===== src/rtl/floppy_pkg.sv =====
// Shared floppy constants, state encoding and CRC-16/CCITT helper.
// Used by both the sector write and read paths.
package floppy_pkg;

  localparam logic [7:0]  MFM_A1      = 8'hA1;
  localparam logic [7:0]  DAM_NORMAL  = 8'hFB;
  localparam logic [7:0]  DAM_DELETED = 8'hFA;
  localparam logic [7:0]  GAP_BYTE    = 8'h4E;
  localparam logic [7:0]  SYNC_BYTE   = 8'h00;
  localparam logic [15:0] CRC_INIT    = 16'hFFFF;
  localparam logic [15:0] CRC_POLY    = 16'h1021;

  typedef enum logic [3:0] {
    ST_IDLE   = 4'd0,
    ST_SYNC   = 4'd1,
    ST_MARK   = 4'd2,
    ST_DAM    = 4'd3,
    ST_DATA   = 4'd4,
    ST_CRC_HI = 4'd5,
    ST_CRC_LO = 4'd6,
    ST_GAP    = 4'd7,
    ST_DONE   = 4'd8
  } wr_state_t;

  function automatic logic [15:0] crc16_byte(
    input logic [15:0] crc,
    input logic [7:0]  data
  );
    logic [15:0] c;
    c = crc ^ {data, 8'h00};
    for (int i = 0; i < 8; i++) begin
      c = c[15] ? ((c << 1) ^ CRC_POLY) : (c << 1);
    end
    return c;
  endfunction

endpackage


===== src/rtl/crc16_ccitt.sv =====
// Byte-wide CRC-16/CCITT accumulator, MSB first.
// i_Init has priority over i_En.
module crc16_ccitt
  import floppy_pkg::*;
(
  input  logic        i_Clk,
  input  logic        i_Reset_n,
  input  logic        i_Init,
  input  logic        i_En,
  input  logic [7:0]  i_Data,
  output logic [15:0] o_Crc
);

  logic [15:0] r_Crc;

  always_ff @(posedge i_Clk or negedge i_Reset_n) begin
    if (!i_Reset_n) begin
      r_Crc <= CRC_INIT;
    end else if (i_Init) begin
      r_Crc <= CRC_INIT;
    end else if (i_En) begin
      r_Crc <= crc16_byte(r_Crc, i_Data);
    end
  end

  assign o_Crc = r_Crc;

endmodule


===== src/rtl/sector_data_writer.sv =====
// MFM data-field formatter: sync, A1 marks, data mark, payload,
// CRC and gap, streamed through a one-entry output register.
module sector_data_writer
  import floppy_pkg::*;
#(
  parameter int SECTOR_SIZE = 512,
  parameter int SYNC_LEN    = 12,
  parameter int GAP_LEN     = 24
) (
  input  logic       i_Clk,
  input  logic       i_Reset_n,
  input  logic       i_Start,
  input  logic       i_Deleted,
  input  logic       i_Abort,
  input  logic [7:0] i_Data,
  input  logic       i_DataValid,
  output logic       o_DataReady,
  output logic [7:0] o_Data,
  output logic       o_Mark,
  output logic       o_Valid,
  input  logic       i_Ready,
  output logic       o_Busy,
  output logic       o_Done
);

  localparam logic [9:0] L_SYNC = 10'(SYNC_LEN - 1);
  localparam logic [9:0] L_MARK = 10'd2;
  localparam logic [9:0] L_DATA = 10'(SECTOR_SIZE - 1);
  localparam logic [9:0] L_GAP  = 10'(GAP_LEN - 1);
  localparam logic [9:0] L_GAPW = 10'(GAP_LEN);

  wr_state_t   r_State;
  logic [9:0]  r_Cnt;
  logic        r_Del;
  logic        r_Valid;
  logic [7:0]  r_Data;
  logic        r_Mark;
  logic        r_Busy;
  logic        r_Done;

  logic        w_Adv;
  logic        w_Accept;
  logic        w_Has;
  logic [7:0]  w_Byte;
  logic        w_MarkBit;
  logic        w_CrcEn;
  logic        w_Load;
  logic        w_CrcInit;
  logic [15:0] w_Crc;

  assign w_Adv    = !r_Valid || i_Ready;
  assign w_Accept = r_Valid && i_Ready;

  always_comb begin
    w_Has     = 1'b0;
    w_Byte    = SYNC_BYTE;
    w_MarkBit = 1'b0;
    w_CrcEn   = 1'b0;
    unique case (r_State)
      ST_SYNC: begin
        w_Has  = 1'b1;
        w_Byte = SYNC_BYTE;
      end
      ST_MARK: begin
        w_Has     = 1'b1;
        w_Byte    = MFM_A1;
        w_MarkBit = 1'b1;
        w_CrcEn   = 1'b1;
      end
      ST_DAM: begin
        w_Has   = 1'b1;
        w_Byte  = r_Del ? DAM_DELETED : DAM_NORMAL;
        w_CrcEn = 1'b1;
      end
      ST_DATA: begin
        w_Has   = i_DataValid && (r_Cnt <= L_DATA);
        w_Byte  = i_Data;
        w_CrcEn = 1'b1;
      end
      ST_CRC_HI: begin
        w_Has  = 1'b1;
        w_Byte = w_Crc[15:8];
      end
      ST_CRC_LO: begin
        w_Has  = 1'b1;
        w_Byte = w_Crc[7:0];
      end
      // count parks at GAP_LEN while the last gap byte drains
      ST_GAP: begin
        w_Has  = (r_Cnt != L_GAPW);
        w_Byte = GAP_BYTE;
      end
      default: begin
        w_Has = 1'b0;
      end
    endcase
  end

  assign w_Load    = w_Has && w_Adv;
  assign w_CrcInit = (r_State == ST_IDLE) && i_Start;

  assign o_DataReady = (r_State == ST_DATA) && w_Adv
                       && (r_Cnt <= L_DATA);

  crc16_ccitt u_crc (
    .i_Clk     (i_Clk),
    .i_Reset_n (i_Reset_n),
    .i_Init    (w_CrcInit),
    .i_En      (w_Load && w_CrcEn),
    .i_Data    (w_Byte),
    .o_Crc     (w_Crc)
  );

  always_ff @(posedge i_Clk or negedge i_Reset_n) begin
    if (!i_Reset_n) begin
      r_State <= ST_IDLE;
      r_Cnt   <= '0;
      r_Del   <= 1'b0;
      r_Valid <= 1'b0;
      r_Data  <= '0;
      r_Mark  <= 1'b0;
      r_Busy  <= 1'b0;
      r_Done  <= 1'b0;
    end else if (i_Abort && (r_State != ST_IDLE)) begin
      r_State <= ST_IDLE;
      r_Cnt   <= '0;
      r_Valid <= 1'b0;
      r_Mark  <= 1'b0;
      r_Busy  <= 1'b0;
      r_Done  <= 1'b0;
    end else begin
      r_Done <= 1'b0;
      if (w_Adv) begin
        r_Valid <= w_Has;
        if (w_Has) begin
          r_Data <= w_Byte;
          r_Mark <= w_MarkBit;
        end
      end
      unique case (r_State)
        ST_IDLE: begin
          if (i_Start) begin
            r_State <= ST_SYNC;
            r_Del   <= i_Deleted;
            r_Busy  <= 1'b1;
            r_Cnt   <= '0;
          end
        end
        ST_SYNC: begin
          if (w_Load) begin
            if (r_Cnt == L_SYNC) begin
              r_State <= ST_MARK;
              r_Cnt   <= '0;
            end else begin
              r_Cnt <= r_Cnt + 10'd1;
            end
          end
        end
        ST_MARK: begin
          if (w_Load) begin
            if (r_Cnt == L_MARK) begin
              r_State <= ST_DAM;
              r_Cnt   <= '0;
            end else begin
              r_Cnt <= r_Cnt + 10'd1;
            end
          end
        end
        ST_DAM: begin
          if (w_Load) begin
            r_State <= ST_DATA;
            r_Cnt   <= '0;
          end
        end
        ST_DATA: begin
          if (w_Load) begin
            if (r_Cnt == L_DATA) begin
              r_State <= ST_CRC_HI;
              r_Cnt   <= '0;
            end else begin
              r_Cnt <= r_Cnt + 10'd1;
            end
          end
        end
        ST_CRC_HI: begin
          if (w_Load) r_State <= ST_CRC_LO;
        end
        ST_CRC_LO: begin
          if (w_Load) begin
            r_State <= ST_GAP;
            r_Cnt   <= '0;
          end
        end
        ST_GAP: begin
          if (w_Load) begin
            r_Cnt <= r_Cnt + 10'd1;
          end else if ((r_Cnt == L_GAPW) && w_Accept) begin
            r_State <= ST_DONE;
            r_Cnt   <= '0;
            r_Busy  <= 1'b0;
            r_Done  <= 1'b1;
          end
        end
        ST_DONE: begin
          r_State <= ST_IDLE;
        end
        default: begin
          r_State <= ST_IDLE;
          r_Cnt   <= '0;
        end
      endcase
    end
  end

  assign o_Data  = r_Data;
  assign o_Mark  = r_Mark;
  assign o_Valid = r_Valid;
  assign o_Busy  = r_Busy;
  assign o_Done  = r_Done;

endmodule


===== config.mk =====
export PLATFORM = sky130hd
export DESIGN_NAME = sector_data_writer
export DESIGN_NICKNAME = d
export VERILOG_FILES = /design/src/rtl/floppy_pkg.sv /design/src/rtl/crc16_ccitt.sv /design/src/rtl/sector_data_writer.sv
export SDC_FILE = /design/constraint.sdc
export NUM_CORES = 1
export LEC_CHECK = 0
export ABC_AREA = 0
export CAP_MARGIN = 20
export CORE_AREA = 4 4 77 79
export CTS_CLUSTER_DIAMETER = 60
export CTS_CLUSTER_SIZE = 14
export DETAILED_ROUTE_END_ITERATION = 6
export DIE_AREA = 0 0 81 83
export PLACE_DENSITY = 0.78
export SKIP_CTS_REPAIR_TIMING = 1
export SLEW_MARGIN = 20
export SYNTH_ARGS = -nofsm -noshare
export SYNTH_HDL_FRONTEND = slang
export SYNTH_SLANG_ARGS = --single-unit

===== constraint.sdc =====
create_clock -name i_Clk -period 3.5 [get_ports i_Clk]
set_input_delay 0.7 -clock i_Clk [delete_from_list [all_inputs] [get_ports i_Clk]]
set_output_delay 0.7 -clock i_Clk [all_outputs]
set_load 0.01 [all_outputs]

* After elaboration in Yosys (flattened, before gate mapping)
Index checks and enable logic that the tools add are counted.
** Word-level totals
- Register bits after elaboration :: 43
- Input port bits :: 15
- Output and inout bits :: 13
- Word-level logic and storage cells :: 131
** Cells by class
- $add $sub $neg :: 1
- Magnitude comparators :: 1
- Eq/ne operators :: 28
- Mux-type cells :: 55
- Bitwise gates (word level) :: 10
- Reductions and logical operators :: 27
** Operators with widths (count)
- 10-bit two-way mux :: 11
- 13-bit two-way mux :: 8
- 10-bit one-hot mux with 7 select lines :: 1
- 4-bit two-way mux :: 13
- 8-bit one-hot mux with 6 select lines :: 1
- 16-bit two-way mux :: 2
- 4-bit one-hot mux with 8 select lines :: 1
- 3-bit != test (second input constant) :: 9
- 3-bit inverter :: 8
- 4-bit by 3-bit equality test with 1-bit output (second input constant) :: 4
- 1-bit two-way mux :: 16
- 16-bit bitwise XOR :: 1
- 12-bit AND reduction :: 1
- 10-bit by 1-bit adder with 10-bit output (second input constant) :: 1
- 10-bit by 2-bit equality test with 1-bit output (second input constant) :: 1
- 10-bit by 4-bit equality test with 1-bit output (second input constant) :: 1
- 10-bit by 5-bit equality test with 1-bit output (second input constant) :: 1
- 10-bit by 9-bit equality test with 1-bit output (second input constant) :: 1
- 10-bit by 9-bit <= comparator with 1-bit output (second input constant) :: 1
- 10-bit by 5-bit != test with 1-bit output (second input constant) :: 1
- 1-bit logical AND :: 9
- 4-bit by 2-bit equality test with 1-bit output (second input constant) :: 2
- 7-bit AND reduction :: 1
- 3-bit by 1-bit != test with 1-bit output (second input constant) :: 2
- 20 further kinds :: 25

* Depth between registers and ports, before layout
Gate-level depths: netlist of run 1.
- Word-level depth :: 21
- Depth in mapped cells :: 10
- Gate-level depth less buffers :: 9

* Hierarchy
Synthesis of run 1 repeated with hierarchy kept, for this count alone.
** Unflattened totals
- Cell total of the unflattened synthesis :: 304
- Area total of the unflattened synthesis :: 2964.1 µm²
** By module, submodules not included
- sector_data_writer :: times used 1, cells each 224, area an instance 1925.6 µm², seq. area each 675.6 µm²
- crc16_ccitt :: times used 1, cells each 80, area an instance 1038.5 µm², seq. area each 420.4 µm²

* Least setup slack after synthesis of run 1
No wires, ideal clock.
- Path type :: input -> register
- From :: in i_DataValid
- To :: reg r_Cnt[3]
- Setup time :: 92 ps
- Arrival :: 2252 ps
- Required time :: 3408 ps
- Path slack :: 1156 ps
- Stages :: 8
- Path buffers :: 1
- Cell sequence :: nand3b_1 a211o_1 a21o_1 o211a_1 o221a_4 or2_1 buf_6 o31ai_2
** On the way
- Cells in the longest elaborated chain, start to end :: 6
- Elaborated cells on any way between the ends :: 12
- Those cells by class :: eq/ne (5); mux (4); reduce/logical (3)
** Ends and longest elaborated chain
- from (decl) :: line sector_data_writer.sv:16 : input logic i_DataValid,
- 1-bit logical AND (*) :: line sector_data_writer.sv:76 : w_Has = i_DataValid && (r_Cnt <= L_DATA);
- 1-bit one-hot mux with 3 select lines (*) :: line sector_data_writer.sv:59 : unique case (r_State)
- 1-bit logical AND (*) :: line sector_data_writer.sv:99 : assign w_Load = w_Has && w_Adv;
- 10-bit two-way mux :: line sector_data_writer.sv:195 : if (w_Load) begin
- 10-bit one-hot mux with 7 select lines :: line sector_data_writer.sv:140 : unique case (r_State)
- 10-bit two-way mux :: line sector_data_writer.sv:124 : end else if (i_Abort && (r_State != ST_IDLE)) begin
- to (signal assigned) :: line sector_data_writer.sv:155 : r_Cnt <= r_Cnt + 10'd1;
- to (signal assigned) :: line sector_data_writer.sv:165 : r_Cnt <= r_Cnt + 10'd1;
- to (signal assigned) :: line sector_data_writer.sv:196 : r_Cnt <= r_Cnt + 10'd1;
- to (decl) :: line sector_data_writer.sv:33 : logic [9:0] r_Cnt;
Mark *: on every way between the ends. The rest lies on a longest branch, timed or not.
A chain may end at the register's enable or synchronous reset.

* Worst setup path after layout of run 1
- From :: reg r_State[1]
- To :: out o_DataReady
** On the way
- Cells in the longest elaborated chain, start to end :: 3
** Ends and longest elaborated chain
- from (decl) :: line sector_data_writer.sv:32 : wr_state_t r_State;
- from (signal assigned) :: line sector_data_writer.sv:116 : r_State <= ST_IDLE;
- from (signal assigned) :: line sector_data_writer.sv:125 : r_State <= ST_IDLE;
- from (signal assigned) :: line sector_data_writer.sv:143 : r_State <= ST_SYNC;
- 4-bit by 3-bit equality test with 1-bit output :: line sector_data_writer.sv:102 : assign o_DataReady = (r_State == ST_DATA) && w_Adv
- 1-bit logical AND :: line sector_data_writer.sv:102
- 1-bit logical AND :: line sector_data_writer.sv:103 : && (r_Cnt <= L_DATA);
- to (decl) :: line sector_data_writer.sv:17 : output logic o_DataReady,
No other way between the ends.

==> impl_metrics.py, run 1 <==
metrics = {
    "die": {
        "row_count": 27,
        "dieArea_mm2": 0.00672,
        "initial_utilization": 0.553,
        "io_pins": 28,
        "fp.dieH_um": 83,
        "die_w_um": 81,
        "core_mm2": 0.00534,
    },
    "clock_tree": {
        "cts.sinks": 43,
        "cts_tree": "done",
        "clk_pin_slew_ps": 80,
        "cts_max_level": 2,
        "clk_latency_ps": 300,
        "cts-root-buf": "clkbuf_8",
        "numCtsBuffers": 5,
        "clockBufferDepth": 2,
    },
    "global_route": {
        "met2_usage": 0.356,
        "grt_util_all_layers": 0.224,
        "grt_max_degree": 44,
        "grt_pass1_wl_um": 12200,
        "antenna_found_initial": 0,
        "grt_util_met1": 0.314,
        "top_usage_layer": "met2",
        "met3_usage": 0.0401,
        "gr-total-overflow": 0,
        "grt_pass1_vias": 2558,
    },
    "timing": {
        "finalSetupViolCount": 0,
        "slew_headroom": 0.508,
        "fmax_mhz": 322,
        "final.setup_skew_ps": 5.38,
        "min_period_ps": 3110,
        "fin_crit_sh": 0.887,
        "tightest_slew_ps": 737,
        "setup_tns_ps": 0,
        "finalWorstSetupSlack_ps": 394,
        "final_hold_viol_count": 0,
        "rsz0062_at_grt": "no",
        "slew_viol_final": 0,
    },
    "pwr": {
        "leakagePower_nw": 1.35,
        "power_density_mw_per_mm2": 746,
        "p_clk_frac": 0.126,
        "swShare": 0.430,
        "peakVddDrop_mv": 0.325,
        "p_seq_frac": 0.314,
        "intPower_mw": 1.43,
        "combPwrFrac": 0.560,
        "switchingPower_mw": 1.08,
    },
    "worst_setup_path": {
        "crit_path_max_fanout": 14,
        "slowest_delay_ps": 580,
        "slowest_stage": "dfrtp_1",
        "crit_family": "buffers and inverters",
        "start_kind": "flop",
        "path_class": "reg -> out",
        "worstPathRequired_ps": 2800,
        "critical_path_arrival_ps": 2410,
        "cp-end-kind": "output port",
        "r2r_slack_ps": 750,
        "cp_cell_sequence": "buf_4 > nor4b_4 > and3_1 > clkdlybuf4s50_1",
        "cp.buffers_inverters": 2,
    },
    "route": {
        "drt_iter0_drc": 202,
        "postRouteAntennaNets": 0,
        "viasPerCell": 6.09,
        "drc_errors": 0,
        "drt-wirelength-per-cell_um": 16.1,
        "dr.pass1.iters": 4,
        "num_vias": 2614,
        "drt-total-wl_um": 6910,
    },
    "logic_synthesis": {
        "synth_top_area_share": 0.229,
        "ys_ff_latch": 43,
        "yosys_warnings": 0,
        "async_reset_ff_frac": 1.00,
        "synth_nets": 349,
        "synth_common_cells": "35 x nor2_1, 28 x a21oi_1, 27 x dfrtp_1",
        "yosys.area.top_type": "dfrtp_1",
        "mappedNetlistArea_mm2": 0.00295,
        "ys_seq_area_frac": 0.371,
        "synth_edf_count": 0,
        "yosysMostFrequentCell": "nor2_1",
        "ys_types": 67,
        "avgSynthCellArea_um2": 8.92,
        "postSynthCellCount": 331,
        "synth_area_leaders": "dfrtp_1 23%, dfstp_2 14%, a21oi_1 4.7%, nor2_1 4.4%, xnor2_1 4.4%",
        "ys.flop_type": "dfrtp_1",
    },
    "placement": {
        "gp_congestion": 0.875,
        "pre_cts_ws_ps": 487,
        "dp_hpwl_um": 5080,
        "numPortBuffers": 27,
    },
    "final_layout": {
        "fin_nets": 374,
        "area_growth_pct": 14.1,
        "layout-drive-gt1-share": 0.140,
        "insertedDiodeCount": 0,
    },
    "job": {
        "drv_cap": 0,
    },
    "run_status": {
        "status": "complete, no violations",
    },
    "worst_hold_path": {
        "min-delay-path-class": "in -> async",
    },
}
-- worst paths after layout --
check	from	endpoint	depth (start not counted)
worst max-delay path	r_State[1]	o_DataReady	4
worst min-delay path	i_Reset_n	o_Valid	1
worst max register to register	r_State[3]	r_Cnt[3]	7
worst min register to register	o_Data[0]	o_Data[0]	2
max in group asynchronous	i_Reset_n	u_crc.o_Crc[7]	1
min in group i_Clk	o_Data[0]	o_Data[0]	2
-- power by group through the flow --
stage / Clock, mW / Combinational, mW / Sequential [mW]
6_report: 0.317 / 1.41 / 0.790
5_1_grt: 0.352 / 1.56 / 0.811
4_1_cts: 0.323 / 1.41 / 0.788
3_5_place_dp: 0 / 1.40 / 0.797
3_3_place_gp: 0 / 1.37 / 0.793
2_1_floorplan: 0 / 1.05 / 0.772
-- through the flow --
stage | std cells | util | total power [mW] | hold slack, ps | instance area (µm²)
finish | 429 | 0.632 | 2.51 | 366 | 3370
floorplan | 331 | - | 1.82 | 404 | 2950
CTS | 429 | 0.631 | 2.52 | 488 | 3370
global route | 429 | 0.632 | 2.72 | 428 | 3370
global placement | 421 | 0.615 | 2.16 | 461 | 3280
detailed placement | 421 | 0.615 | 2.20 | 469 | 3280
-- worst reg2reg max path, delay by kind of cell, from the launching register on --
| family | cells | cell delay, ps |
|---|---|---|
| flip-flops | 1 | 650 |
| AND/OR/NAND/NOR | 2 | 750 |
| AO/OA/AOI/OAI | 5 | 1260 |
-- flip-flops by register name, summed over array words and instances (netlist names) --
| name | flops |
|---|---|
| r_Del | 1 |
| r_State | 4 |
| o_Done | 1 |
| u_crc.o_Crc | 16 |
| o_Data | 8 |
| o_Busy | 1 |
| o_Mark | 1 |
| r_Cnt | 10 |
| o_Valid | 1 |
-- logic make-up (layout without fill, tap and decap cells) --
family | after synthesis | in the layout | synth area share
xor gates and xnor gates | 23 | 23 | 0.0707
buffers and inverters | 26 | 52 | 0.0419
adders and majority gates | 3 | 3 | 0.0127
AOI/OAI and AO/OA | 108 | 108 | 0.252
DFF | 43 | 43 | 0.371
and+or+nand+nor | 122 | 122 | 0.230
muxes | 6 | 6 | 0.0216
-- final cells by class --
cell class	count	area [µm²]
Sequential cell	43	1100
Inverter	8	30.0
Multi-Input combinational cell	262	1730
Tap cell	72	90.1
Timing Repair Buffer	36	335
Clock inverter	2	12.5
Clock buffer	6	72.6
Fill cell	499	1970
-- per-layer routing --
metal  up-vias  wire (µm)
met5         -          0
met4         0         84
met3        12        474
met2        93       3250
met1      1254       3100
li1       1255          -
-- cells in the final DEF (no fill, tap or decap), types with 9 or more instances in the layout --
cell and n:
nand2_1 26, clkdlybuf4s50_1 26, buf_4 10, o21ai_0 11
nor2_1 35, xnor2_1 15, dfrtp_1 27, nor2b_1 9
dfstp_2 16, o21ai_1 13, a21oi_1 28
Power figures use the tool's default switching activity.
==> run 2: changes to the inputs <==
Settings changed: CORE_AREA 4 4 77 79 to 5 5 79 81, DIE_AREA 0 0 81 83 to 0 0 84 86, GPL_TIMING_DRIVEN set to 0, PLACE_DENSITY 0.78 to 0.77, SYNTH_HIERARCHICAL set to 1.
==> run 2 against run 1 <==
Synthesized cell count shrank 8.2%. Synthesized area grew 0.34%. Sequential cell count is the same. Die area grew 7.5%. Sequential share of layout area shrank 0.70 points. Clock power grew 23%. Fmax grew 1.0%. Final cell count shrank 4.2%. Critical path depth grew 5. Non-clock buffer count grew 7. Hold slack lost 41 ps. Critical path type is now reg -> reg. Largest cell class unchanged. Largest power group unchanged. Highest routed layer unchanged.
==> impl_metrics.py, run 2 <==
metrics = {
    "route": {
        "dr.pass1.iters": 5,
        "drt-total-wl_um": 7210,
        "drc_errors": 0,
        "drt-wirelength-per-cell_um": 17.5,
        "drt_iter0_drc": 205,
        "num_vias": 2540,
        "postRouteAntennaNets": 0,
        "viasPerCell": 6.18,
    },
    "placement": {
        "pre_cts_ws_ps": 309,
        "numPortBuffers": 26,
        "dp_hpwl_um": 5060,
        "gp_congestion": 0.901,
    },
    "worst_setup_path": {
        "critical_path_arrival_ps": 3280,
        "crit_cells": 9,
        "path_class": "reg -> reg",
        "crit_path_max_fanout": 10,
        "worstPathRequired_ps": 3700,
        "r2r_cells": 9,
        "cp.buffers_inverters": 5,
        "crit_family": "buffers and inverters",
        "cpMostUsedCell": "clkbuf_1",
        "slowest_delay_ps": 630,
        "cp-end-kind": "flop",
        "cp_cell_sequence": "buf_2 > clkbuf_1 > clkbuf_1 > nand3b_1 > a211oi_2 > inv_1 > clkbuf_1 > a21oi_1 > o21ai_0",
        "slowest_stage": "a211oi_2",
        "start_kind": "flop",
    },
    "logic_synthesis": {
        "postSynthCellCount": 304,
        "yosys.area.top_type": "dfrtp_1",
        "synth_common_cells": "27 x dfrtp_1, 20 x nand2_1, 19 x nor2_1",
        "ys.flop_type": "dfrtp_1",
        "synth_top_area_share": 0.228,
        "synth_edf_count": 0,
        "synth_area_leaders": "dfrtp_1 23%, dfstp_2 14%, xnor3_1 6.1%, mux2_2 4.6%, xnor2_1 3.5%",
        "avgSynthCellArea_um2": 9.75,
        "ys_seq_area_frac": 0.370,
        "async_reset_ff_frac": 1.00,
        "ys_ff_latch": 43,
        "synth_nets": 322,
        "ys_types": 56,
        "yosys_warnings": 6,
        "yosysMostFrequentCell": "dfrtp_1",
        "mappedNetlistArea_mm2": 0.00296,
    },
    "global_route": {
        "antenna_found_initial": 0,
        "grt_max_degree": 29,
        "grt_pass1_vias": 2362,
        "gr-total-overflow": 0,
        "grt_util_all_layers": 0.203,
        "grt_pass1_wl_um": 11800,
    },
    "clock_tree": {
        "cts-root-buf": "clkbuf_8",
        "clk_pin_slew_ps": 90,
        "cts.sinks": 43,
        "numCtsBuffers": 5,
        "clockBufferDepth": 2,
        "clk_latency_ps": 290,
        "cts_tree": "done",
        "cts_max_level": 2,
    },
    "pwr": {
        "peakVddDrop_mv": 0.432,
        "swShare": 0.391,
        "p_clk_frac": 0.128,
        "power_density_mw_per_mm2": 881,
        "combPwrFrac": 0.601,
        "leakagePower_nw": 1.43,
        "p_seq_frac": 0.271,
        "switchingPower_mw": 1.19,
        "intPower_mw": 1.85,
    },
    "die": {
        "initial_utilization": 0.548,
        "core_mm2": 0.00541,
        "fp.dieH_um": 86,
        "io_pins": 28,
        "dieArea_mm2": 0.00722,
        "row_count": 27,
        "die_w_um": 84,
    },
    "worst_hold_path": {
        "min-delay-path-class": "in -> async",
    },
    "timing": {
        "setup_tns_ps": 0,
        "finalWorstSetupSlack_ps": 425,
        "final.setup_skew_ps": 5.20,
        "rsz0062_at_grt": "no",
        "fin_crit_sh": 0.879,
        "finalSetupViolCount": 0,
        "slew_viol_final": 0,
        "tightest_slew_ps": 681,
        "fmax_mhz": 325,
        "min_period_ps": 3080,
        "slew_headroom": 0.545,
        "final_hold_viol_count": 0,
    },
    "final_layout": {
        "insertedDiodeCount": 0,
        "fin_nets": 356,
        "largest_register_ffs": 16,
        "layout-drive-gt1-share": 0.165,
        "fillers": 453,
        "final_common_cell": "dfrtp_1",
        "area_growth_pct": 16.2,
        "final_cell_mix": "27 x dfrtp_1, 25 x clkdlybuf4s50_1, 20 x nand2_1",
    },
    "job": {
        "drv_cap": 0,
    },
    "run_status": {
        "status": "complete, no violations",
    },
}
## run 2: changes by cell type after synthesis, sizes merged, moves of 6 or more
cell | previous run | this run
a21oi | 29 | 18
o21ai | 24 | 15
buf | 15 | 8
xnor3 | 0 | 8
nand2 | 26 | 20
nor2 | 35 | 19
a22oi | 2 | 8
mux2 | 3 | 13
nand3 | 8 | 14
## run 2: worst paths after layout
check | from | to | slack, ps
max in group asynchronous | i_Reset_n | u_crc/o_Crc[9] | 2620
min in group i_Clk | o_Busy | o_Busy | 480
max | r_State[2] | u_crc/o_Crc[8] | 420
max reg2reg | r_State[2] | u_crc/o_Crc[8] | 420
min | i_Reset_n | r_Cnt[5] | 330
min reg2reg | o_Busy | o_Busy | 480
## run 2: worst reg2reg max path, delay by kind of cell, from the launching register on
| kind | cells | cell delay [ps] |
|---|---|---|
| buffers and inverters | 5 | 1530 |
| AO/OA/AOI/OAI | 3 | 930 |
| flip-flops | 1 | 380 |
| AND/OR/NAND/NOR | 1 | 150 |
## run 2: kinds of logic (layout without fill, tap and decap cells)
logic type / count (synthesis) / after routing / share of synthesized area
fa+ha+maj: 3 / 3 / 0.0127
compound gates: 79 / 79 / 0.185
xor+xnor: 28 / 28 / 0.140
flops: 43 / 43 / 0.370
simple gates: 108 / 108 / 0.195
buf+inv: 28 / 63 / 0.0405
mux: 15 / 15 / 0.0561
## run 2: final cells by class
cell class	count	area (µm²)	area share
inverters	12	45.0	0.0131
well taps	72	90.1	0.0262
clock inverters	2	37.5	0.0109
plain buffers	16	75.1	0.0218
multi-input cells	233	1750	0.509
repair buffers	27	275	0.0799
flip-flops and latches	43	1100	0.318
clock buffers	6	72.6	0.0211
## run 2: through the flow
| stage | power (mW) | hold WS [ps] | utilization | area [µm²] | std cells |
|---|---|---|---|---|---|
| 6_report | 3.03 | 325 | 0.637 | 3440 | 411 |
| 2_1_floorplan | 2.20 | 404 | - | 2960 | 304 |
| 5_1_grt | 3.24 | 340 | 0.637 | 3440 | 411 |
| 3_3_place_gp | 2.58 | 458 | 0.613 | 3310 | 402 |
| 3_5_place_dp | 2.62 | 474 | 0.617 | 3330 | 403 |
| 4_1_cts | 3.03 | 330 | 0.637 | 3440 | 411 |
## run 2: power by group through the flow
| stage | logic [mW] | clock network (mW) | registers [mW] |
|---|---|---|---|
| detailed placement | 1.80 | 0 | 0.827 |
| floorplan | 1.38 | 0 | 0.820 |
| global route | 1.97 | 0.423 | 0.846 |
| finish | 1.82 | 0.390 | 0.822 |
| global placement | 1.76 | 0 | 0.823 |
| CTS | 1.81 | 0.398 | 0.821 |
## run 2: layer usage
layer / track usage / up-vias / part of all wire
met1: 0.287 / 1255 / 0.47
met2: 0.317 / 100 / 0.46
li1: - / 1174 / -
met3: 0.0365 / 11 / 0.057
met5: 0 / - / 0
met4: 0.0629 / 0 / 0.015
==> run 3: changes to the inputs <==
Settings changed: SLEW_MARGIN 20 to unset.
==> run 3 against run 2 <==
Largest cell class unchanged. Critical path type unchanged. Wire length is 1.8% lower. Critical endpoint is now u_crc/o_Crc[7]. Count of clock-buffer cells in the layout is the same. First-iteration DRC count down 0.49%.
==> impl_metrics.py, run 3 (synthesis results as in run 2) <==
metrics = {
    "route": {
        "drt_iter0_drc": 204,
        "drc_errors": 0,
        "dr.pass1.iters": 5,
        "drt-wirelength-per-cell_um": 17.2,
        "postRouteAntennaNets": 0,
        "drt-total-wl_um": 7080,
        "viasPerCell": 6.04,
        "num_vias": 2488,
    },
    "worst_hold_path": {
        "min-delay-path-class": "in -> async",
    },
    "timing": {
        "slew_headroom": 0.497,
        "final.setup_skew_ps": 4.76,
        "finalSetupViolCount": 0,
        "final_hold_viol_count": 0,
        "fmax_mhz": 312,
        "min_period_ps": 3200,
        "tightest_slew_ps": 751,
        "fin_crit_sh": 0.915,
        "setup_tns_ps": 0,
        "timing.hold.ws_ps": 314,
        "slew_viol_final": 0,
        "rsz0062_at_grt": "no",
    },
    "worst_setup_path": {
        "crit_path_max_fanout": 10,
        "critical_path_arrival_ps": 3430,
        "cp-end-kind": "flop",
        "r2r-end": "u_crc/o_Crc[7]",
        "worstPathRequired_ps": 3730,
        "setup.worst_path.end": "u_crc/o_Crc[7]",
        "r2r_cells": 9,
        "r2r_slack_ps": 300,
        "path_class": "reg -> reg",
        "rr_startpoint": "r_State[2]",
        "start_kind": "flop",
        "cp-startpoint": "r_State[2]",
    },
    "clock_tree": {
        "clk_pin_slew_ps": 90,
        "clockBufferDepth": 2,
        "cts.sinks": 43,
        "clk_latency_ps": 300,
        "cts_max_level": 2,
        "cts-root-buf": "clkbuf_8",
        "numCtsBuffers": 5,
        "cts_tree": "done",
    },
    "final_layout": {
        "layout-drive-gt1-share": 0.165,
        "final_cell_mix": "27 x dfrtp_1, 25 x clkdlybuf4s50_1, 20 x nand2_1",
        "largest_register_ffs": 16,
        "area_growth_pct": 16.2,
        "insertedDiodeCount": 0,
        "final_common_cell": "dfrtp_1",
        "fin_nets": 357,
    },
    "die": {
        "io_pins": 28,
        "dieArea_mm2": 0.00722,
        "row_count": 27,
        "initial_utilization": 0.548,
        "die_w_um": 84,
        "core_mm2": 0.00541,
        "fp.dieH_um": 86,
    },
    "global_route": {
        "grt_pass1_vias": 2342,
        "grt_pass1_wl_um": 11700,
        "gr-total-overflow": 0,
        "antenna_found_initial": 0,
        "grt_max_degree": 29,
        "grt_util_all_layers": 0.198,
    },
    "pwr": {
        "power_density_mw_per_mm2": 882,
        "leakagePower_nw": 1.44,
        "peakVddDrop_mv": 0.384,
    },
    "run_status": {
        "status": "complete, no violations",
    },
    "placement": {
        "gp_congestion": 0.901,
        "dp_hpwl_um": 5110,
        "numPortBuffers": 26,
    },
    "job": {
        "drv_cap": 0,
    },
}
run 3: cell types whose count changed in the layout (fill, tap and decap cells not counted):
| cell | delta |
|---|---|
| a211oi_1 | +1 |
| a211oi_2 | -1 |
| buf_2 | +1 |
run 3: critical path: stages, from the launching register on:
cell      delay [ps]
dfrtp_1          380
buf_2            230
clkbuf_1         380
clkbuf_1         400
nand3b_1         120
a211oi_1         670
buf_2            290
clkbuf_1         410
nor3_1           100
a21oi_1          150
run 3: worst min-delay path by stage:
stage	from	end	depth (start not counted)
6_report	i_Reset_n	r_Cnt[9]	1
5_1_grt	i_Reset_n	r_Cnt[5]	1
4_1_cts	i_Reset_n	r_Cnt[5]	1
3_5_place_dp	o_Busy	o_Busy	1
3_3_place_gp	o_Busy	o_Busy	1
2_1_floorplan	i_Reset_n	o_Busy	0
run 3: final cells by class:
class                   instances  area [µm²]
clock inverters                 2        37.5
inverters                      12        45.0
fillers                       460        1960
well taps                      72        90.1
multi-input cells             233        1750
flip-flops and latches         43        1100
repair buffers                 28         280
plain buffers                  16        75.1
clock buffers                   6        72.6
run 3: where the power goes:
group | switching [mW] | internal [mW]
registers | 0.131 | 0.689
logic | 0.874 | 0.946
clock network | 0.184 | 0.213
run 3: routing by layer:
| layer | vias up | track usage | part of all wire |
|---|---|---|---|
| met5 | - | 0 | 0 |
| met4 | 0 | 0.0512 | 0.012 |
| met3 | 9 | 0.0384 | 0.046 |
| met2 | 85 | 0.318 | 0.46 |
| met1 | 1220 | 0.276 | 0.48 |
| li1 | 1174 | - | - |
run 3: metrics by stage:
stage	util	cells	worst slack, ps	power (mW)	cell area [µm²]
after detailed placement	0.617	404	176	2.63	3330
after floorplan	-	304	1020	2.20	2960
after global routing	0.637	412	52.6	3.24	3440
after CTS	0.637	412	379	3.03	3440
after global placement	0.613	402	-71.6	2.58	3310
final	0.637	412	298	3.04	3440
